## src/rtl/uart_pkg.sv

```systemverilog
// Shared types and helpers for the oversampled UART blocks.
package uart_pkg;

  localparam int DATA_BITS = 8;

  typedef enum logic [2:0] {IDLE, START, DATA, PARITY, STOP, BRK} rx_state_t;

  // Clock cycles per oversample tick, integer-truncated.
  function automatic int calc_div(input int clk_freq, input int baud_rate, input int oversample);
    return clk_freq / (baud_rate * oversample);
  endfunction

endpackage

```

## src/rtl/uart_baud_tick.sv

```systemverilog
// Free-running oversample tick: one-clk pulse every calc_div() clocks, never restarted per frame.
module uart_baud_tick
  import uart_pkg::*;
#(
  parameter int clk_freq   = 1_600_000,
  parameter int baud_rate  = 10_000,
  parameter int oversample = 16
) (
  input  logic clk,
  input  logic rst,
  output logic tick
);

  localparam int DIV = calc_div(clk_freq, baud_rate, oversample);
  localparam int CW  = (DIV > 1) ? $clog2(DIV) : 1;
  localparam logic [CW-1:0] LAST = CW'(DIV - 1);

  logic [CW-1:0] r_cnt;

  always_ff @(posedge clk) begin
    if (!rst) begin
      r_cnt <= '0;
    end else if (r_cnt == LAST) begin
      r_cnt <= '0;
    end else begin
      r_cnt <= r_cnt + 1'b1;
    end
  end

  assign tick = (r_cnt == LAST);

endmodule

```

## src/rtl/uart_rx_os.sv

```systemverilog
// Oversampled 8N1 UART receiver with mid-bit sampling, false-start and framing checks.
// Even parity bit between data and stop is added when UART_RX_PARITY_EN is defined.
module uart_rx_os
  import uart_pkg::*;
#(
  parameter int clk_freq   = 1_600_000,
  parameter int baud_rate  = 10_000,
  parameter int oversample = 16
) (
  input  logic       clk,
  input  logic       rst,
  input  logic       rx,
  output logic [7:0] dout,
  output logic       donerx,
  output logic       ferr,
  output logic       perr,
  output logic       busy
);

  localparam int SW = $clog2(oversample);
  localparam int BW = $clog2(DATA_BITS);
  localparam logic [SW-1:0] HALF_LAST = SW'(oversample / 2 - 1);
  localparam logic [SW-1:0] FULL_LAST = SW'(oversample - 1);
  localparam logic [BW-1:0] BIT_LAST  = BW'(DATA_BITS - 1);

  logic                 w_tick;
  logic                 w_rx_s;
  logic                 r_sync1, r_sync2;
  rx_state_t            r_state;
  logic [SW-1:0]        r_scnt;
  logic [BW-1:0]        r_bit;
  logic [DATA_BITS-1:0] r_shreg;
`ifdef UART_RX_PARITY_EN
  logic                 r_par;
`endif

  uart_baud_tick #(
    .clk_freq  (clk_freq),
    .baud_rate (baud_rate),
    .oversample(oversample)
  ) u_tick (
    .clk (clk),
    .rst (rst),
    .tick(w_tick)
  );

  always_ff @(posedge clk) begin
    if (!rst) begin
      r_sync1 <= 1'b1;
      r_sync2 <= 1'b1;
    end else begin
      r_sync1 <= rx;
      r_sync2 <= r_sync1;
    end
  end

  assign w_rx_s = r_sync2;

  always_ff @(posedge clk) begin
    if (!rst) begin
      r_state <= IDLE;
      r_scnt  <= '0;
      r_bit   <= '0;
      r_shreg <= '0;
      dout    <= 8'h00;
      donerx  <= 1'b0;
      ferr    <= 1'b0;
      busy    <= 1'b0;
`ifdef UART_RX_PARITY_EN
      r_par   <= 1'b0;
      perr    <= 1'b0;
`endif
    end else begin
      donerx <= 1'b0;
      ferr   <= 1'b0;
`ifdef UART_RX_PARITY_EN
      perr   <= 1'b0;
`endif
      case (r_state)
        IDLE: begin
          if (!w_rx_s) begin
            r_scnt  <= '0;
            busy    <= 1'b1;
            r_state <= START;
          end
        end
        START: begin
          if (w_tick) begin
            if (r_scnt == HALF_LAST) begin
              r_scnt <= '0;
              if (w_rx_s) begin
                busy    <= 1'b0;
                r_state <= IDLE;
              end else begin
                r_bit   <= '0;
                r_state <= DATA;
              end
            end else begin
              r_scnt <= r_scnt + 1'b1;
            end
          end
        end
        DATA: begin
          if (w_tick) begin
            if (r_scnt == FULL_LAST) begin
              r_scnt  <= '0;
              r_shreg <= {w_rx_s, r_shreg[DATA_BITS-1:1]};
              r_bit   <= r_bit + 1'b1;
              if (r_bit == BIT_LAST) begin
`ifdef UART_RX_PARITY_EN
                r_state <= PARITY;
`else
                r_state <= STOP;
`endif
              end
            end else begin
              r_scnt <= r_scnt + 1'b1;
            end
          end
        end
`ifdef UART_RX_PARITY_EN
        PARITY: begin
          if (w_tick) begin
            if (r_scnt == FULL_LAST) begin
              r_scnt  <= '0;
              r_par   <= w_rx_s;
              r_state <= STOP;
            end else begin
              r_scnt <= r_scnt + 1'b1;
            end
          end
        end
`endif
        STOP: begin
          if (w_tick) begin
            if (r_scnt == FULL_LAST) begin
              r_scnt <= '0;
              if (w_rx_s) begin
                busy    <= 1'b0;
                r_state <= IDLE;
`ifdef UART_RX_PARITY_EN
                if (^{r_shreg, r_par}) begin
                  perr <= 1'b1;
                end else begin
                  dout   <= r_shreg;
                  donerx <= 1'b1;
                end
`else
                dout   <= r_shreg;
                donerx <= 1'b1;
`endif
              end else begin
                // Framing error wins over parity; stay busy until the line releases.
                ferr    <= 1'b1;
                r_state <= BRK;
              end
            end else begin
              r_scnt <= r_scnt + 1'b1;
            end
          end
        end
        BRK: begin
          if (w_rx_s) begin
            busy    <= 1'b0;
            r_state <= IDLE;
          end
        end
        default: begin
          busy    <= 1'b0;
          r_state <= IDLE;
        end
      endcase
    end
  end

`ifndef UART_RX_PARITY_EN
  assign perr = 1'b0;
`endif

endmodule

```

## config.mk

```make
export PLATFORM = sky130hd
export DESIGN_NAME = uart_rx_os
export DESIGN_NICKNAME = d
export VERILOG_FILES = /design/src/rtl/uart_pkg.sv /design/src/rtl/uart_baud_tick.sv /design/src/rtl/uart_rx_os.sv
export SDC_FILE = /design/constraint.sdc
export NUM_CORES = 1
export LEC_CHECK = 0
export ABC_AREA = 1
export CORE_MARGIN = 2
export CORE_UTILIZATION = 53
export CTS_BUF_LIST = sky130_fd_sc_hd__clkbuf_8
export DETAILED_ROUTE_END_ITERATION = 10
export GPL_ROUTABILITY_DRIVEN = 0
export PLACE_DENSITY = 0.77
export SYNTH_ARGS = -nofsm -noshare
export SYNTH_HDL_FRONTEND = slang
export SYNTH_SLANG_ARGS = --single-unit
```

## constraint.sdc

```tcl
create_clock -name clk -period 1.4 [get_ports clk]
set_input_delay 0.14 -clock clk [delete_from_list [all_inputs] [get_ports clk]]
set_output_delay 0.14 -clock clk [all_outputs]
set_load 0.02 [all_outputs]
```

==> impl_metrics.ini <==
[outcome]
outcome = finished, violations left
violations = setup timing

[power]
power.density_nw_per_um2 = 1710
irDropWorstVdd_mv = 0.851
p_leak_nw = 1.09

[detailed_routing]
vias = 1513
ant_nets = 0
drtIter0Drc = 25
drc = 0
finalWirelength_mm = 3.51
dr.pass1.iters = 4
wl_per_cell_um = 11.9
vias_per_cell = 5.13

[setup_path]
cp_num_buf_inv = 0
crit_path_max_fanout = 5
path_class = reg -> reg
cpMaxStageDelayCell = dfxtp_2
cp.required_ns = 1.59
max_stage_delay_ns = 0.37
cp-end-kind = flop
crit_arrival_ns = 1.61
cp-start-kind = flop
cp_cell_sequence = ha_4, nand2_2, nor2_4, nand2_4, nand2_2, nand2_1, nor2_2, nand3_1, nand2_1, nor2_1
path_delay_family = simple AND/OR/NAND/NOR gates

[sta]
period_needed_ns = 1.42
rsz0062_at_grt = true
clock.fmax_mhz = 704
finClkSkew_ns = 0.00804
finalHoldViolations = 0
setup_viol = 7
slew_viol_final = 0
setup_ws_ns = -0.0214
post-route-period-util = 1.02

[floorplanning]
dieHeight_um = 59.3
rows = 20
start_util = 0.544
io_pins = 15
coreArea_um2 = 2980
dieWidth_um = 59.3
die_area_um2 = 3510

[synth]
ys_ff_latch = 35
ys_top_cells_by_count = nor2_1 (57), nand2_1 (40), dfxtp_1 (35), o21ai_0 (19), inv_1 (14)
synth_top_area_share = 0.433
synth_ff_type = dfxtp_1
yosysTopAreaCell = dfxtp_1
ys_top_cells_by_area = dfxtp_1 (43%), nor2_1 (13%), nand2_1 (9.3%)
ys_seq_area_frac = 0.433
synth.most_common_cell = nor2_1
syn_inst = 225
avgSynthCellArea_um2 = 7.20
synthArstFlopShare = 0
ys_warn_count = 0
syn-num-nets = 233
synth.distinct_cells = 27
netlist_area_um2 = 1620
synth_edf_count = 0

[grt]
grt_overflow = 0
grt_first_pass_wirelength_mm = 5.75
antenna_found_initial = 0
grt_max_degree = 17
grt_pass1_vias = 1392
grt_usage = 0.219

[clock_network]
htree_levels = 2
cts_tree = built
clk_path_buf_depth = 2
numClockSinks = 35
ctsRootBufferMaster = clkbuf_8
cts_made_buffers = 5
clock_latency_ns = 0.30
clk_pin_slew_ns = 0.07
cts.hold.buffers_added = 0

[flow_run]
cap_violations = 0

[finish]
insertedDiodeCount = 0
final_util = 0.728
drive_above_1_share = 0.313
stdcell_count = 295
syn2layout_area_growth_pct = 33.8
final_nets = 269

[placed_design]
dp.cells = 285
io_buffers = 13
dp_hpwl_mm = 2.41

[worst_hold_path]
hp-class = in -> reg
[final timing paths]
kind,slack [ns],depth (start not counted),startpoint,end
max,-0.02,10,r_scnt[1],r_state[2]
min,0.41,2,rx,r_sync1
max reg2reg,-0.02,10,r_scnt[1],r_state[2]
min reg2reg,0.41,1,r_sync1,r_sync2
[power by group]
group / switching [mW] / internal, mW / leakage (nW)
Clock: 0.380 / 0.340 / 0.0453
Combinational: 1.05 / 0.702 / 0.755
Sequential: 0.124 / 1.11 / 0.286
Total: 1.55 / 2.16 / 1.09
[cells by family (layout without fill, tap and decap cells)]
group                    after synthesis  count (layout)  synth area share
adder cells (fa/ha/maj)                5               5            0.0386
AND/OR/NAND/NOR                      125             125             0.343
other                                  1               1           0.00232
XOR/XNOR                               2               2            0.0108
AO/OA/AOI/OAI                         34              34             0.116
buffers and inverters                 23              60            0.0564
flip-flops                            35              35             0.433
[what timing repair did]
item                                    CTS  global route
pin swaps                                 2            10
gates resized for setup                   9            37
hold endpoints to repair                  0             0
buffers inserted                          0             2
endpoints found under the setup margin   21            30
[registers in the layout, indices dropped and copies added (netlist names)]
name          flops
r_sync1           1
dout              8
r_sync2           1
r_state           3
ferr              1
donerx            1
u_tick.r_cnt      4
busy              1
r_shreg           8
r_bit             3
r_scnt            4
[metrics by stage]
| stage | hold slack [ns] | worst slack [ns] | cell area [um^2] | setup TNS, ns | power, mW |
|---|---|---|---|---|---|
| 3_3_place_gp | 0.400 | -0.0574 | 1950 | -0.374 | 2.83 |
| 4_1_cts | 0.414 | -0.0162 | 2060 | -0.0567 | 3.62 |
| 3_5_place_dp | 0.414 | -0.102 | 1950 | -1.06 | 2.85 |
| 6_report | 0.415 | -0.0214 | 2170 | -0.0828 | 3.71 |
| 5_1_grt | 0.418 | -0.121 | 2170 | -2.02 | 3.99 |
| 2_1_floorplan | 0.247 | 0.000733 | 1660 | 0 | 2.44 |
[area by class of cell]
cell class              count  area (um^2)
clock buffers               5         68.8
clock inverters             3         16.3
fillers                   227          811
inverters                  19         73.8
multi-input cells         167          960
flip-flops and latches     35          709
well taps                  33         41.3
repair buffers             33          298
[layer usage]
| metal | global-route usage | routed length [um] | up-vias |
|---|---|---|---|
| met5 | 0 | 0 | - |
| met4 | 0.101 | 82 | 0 |
| met3 | 0.0677 | 118 | 9 |
| met2 | 0.372 | 1770 | 19 |
| met1 | 0.249 | 1530 | 701 |
| li1 | - | - | 784 |
[cell usage in the layout, fill, tap and decap left out, types with 9 or more instances in the layout]
| master | instances |
|---|---|
| nor2_1 | 50 |
| nand2_1 | 33 |
| dfxtp_1 | 28 |
| buf_4 | 18 |
| inv_1 | 13 |
| nand3_1 | 12 |
| o21ai_0 | 10 |
| o21ai_2 | 9 |
| a21oi_1 | 9 |
| clkdlybuf4s50_1 | 9 |
(Power assumes the default switching activity.)
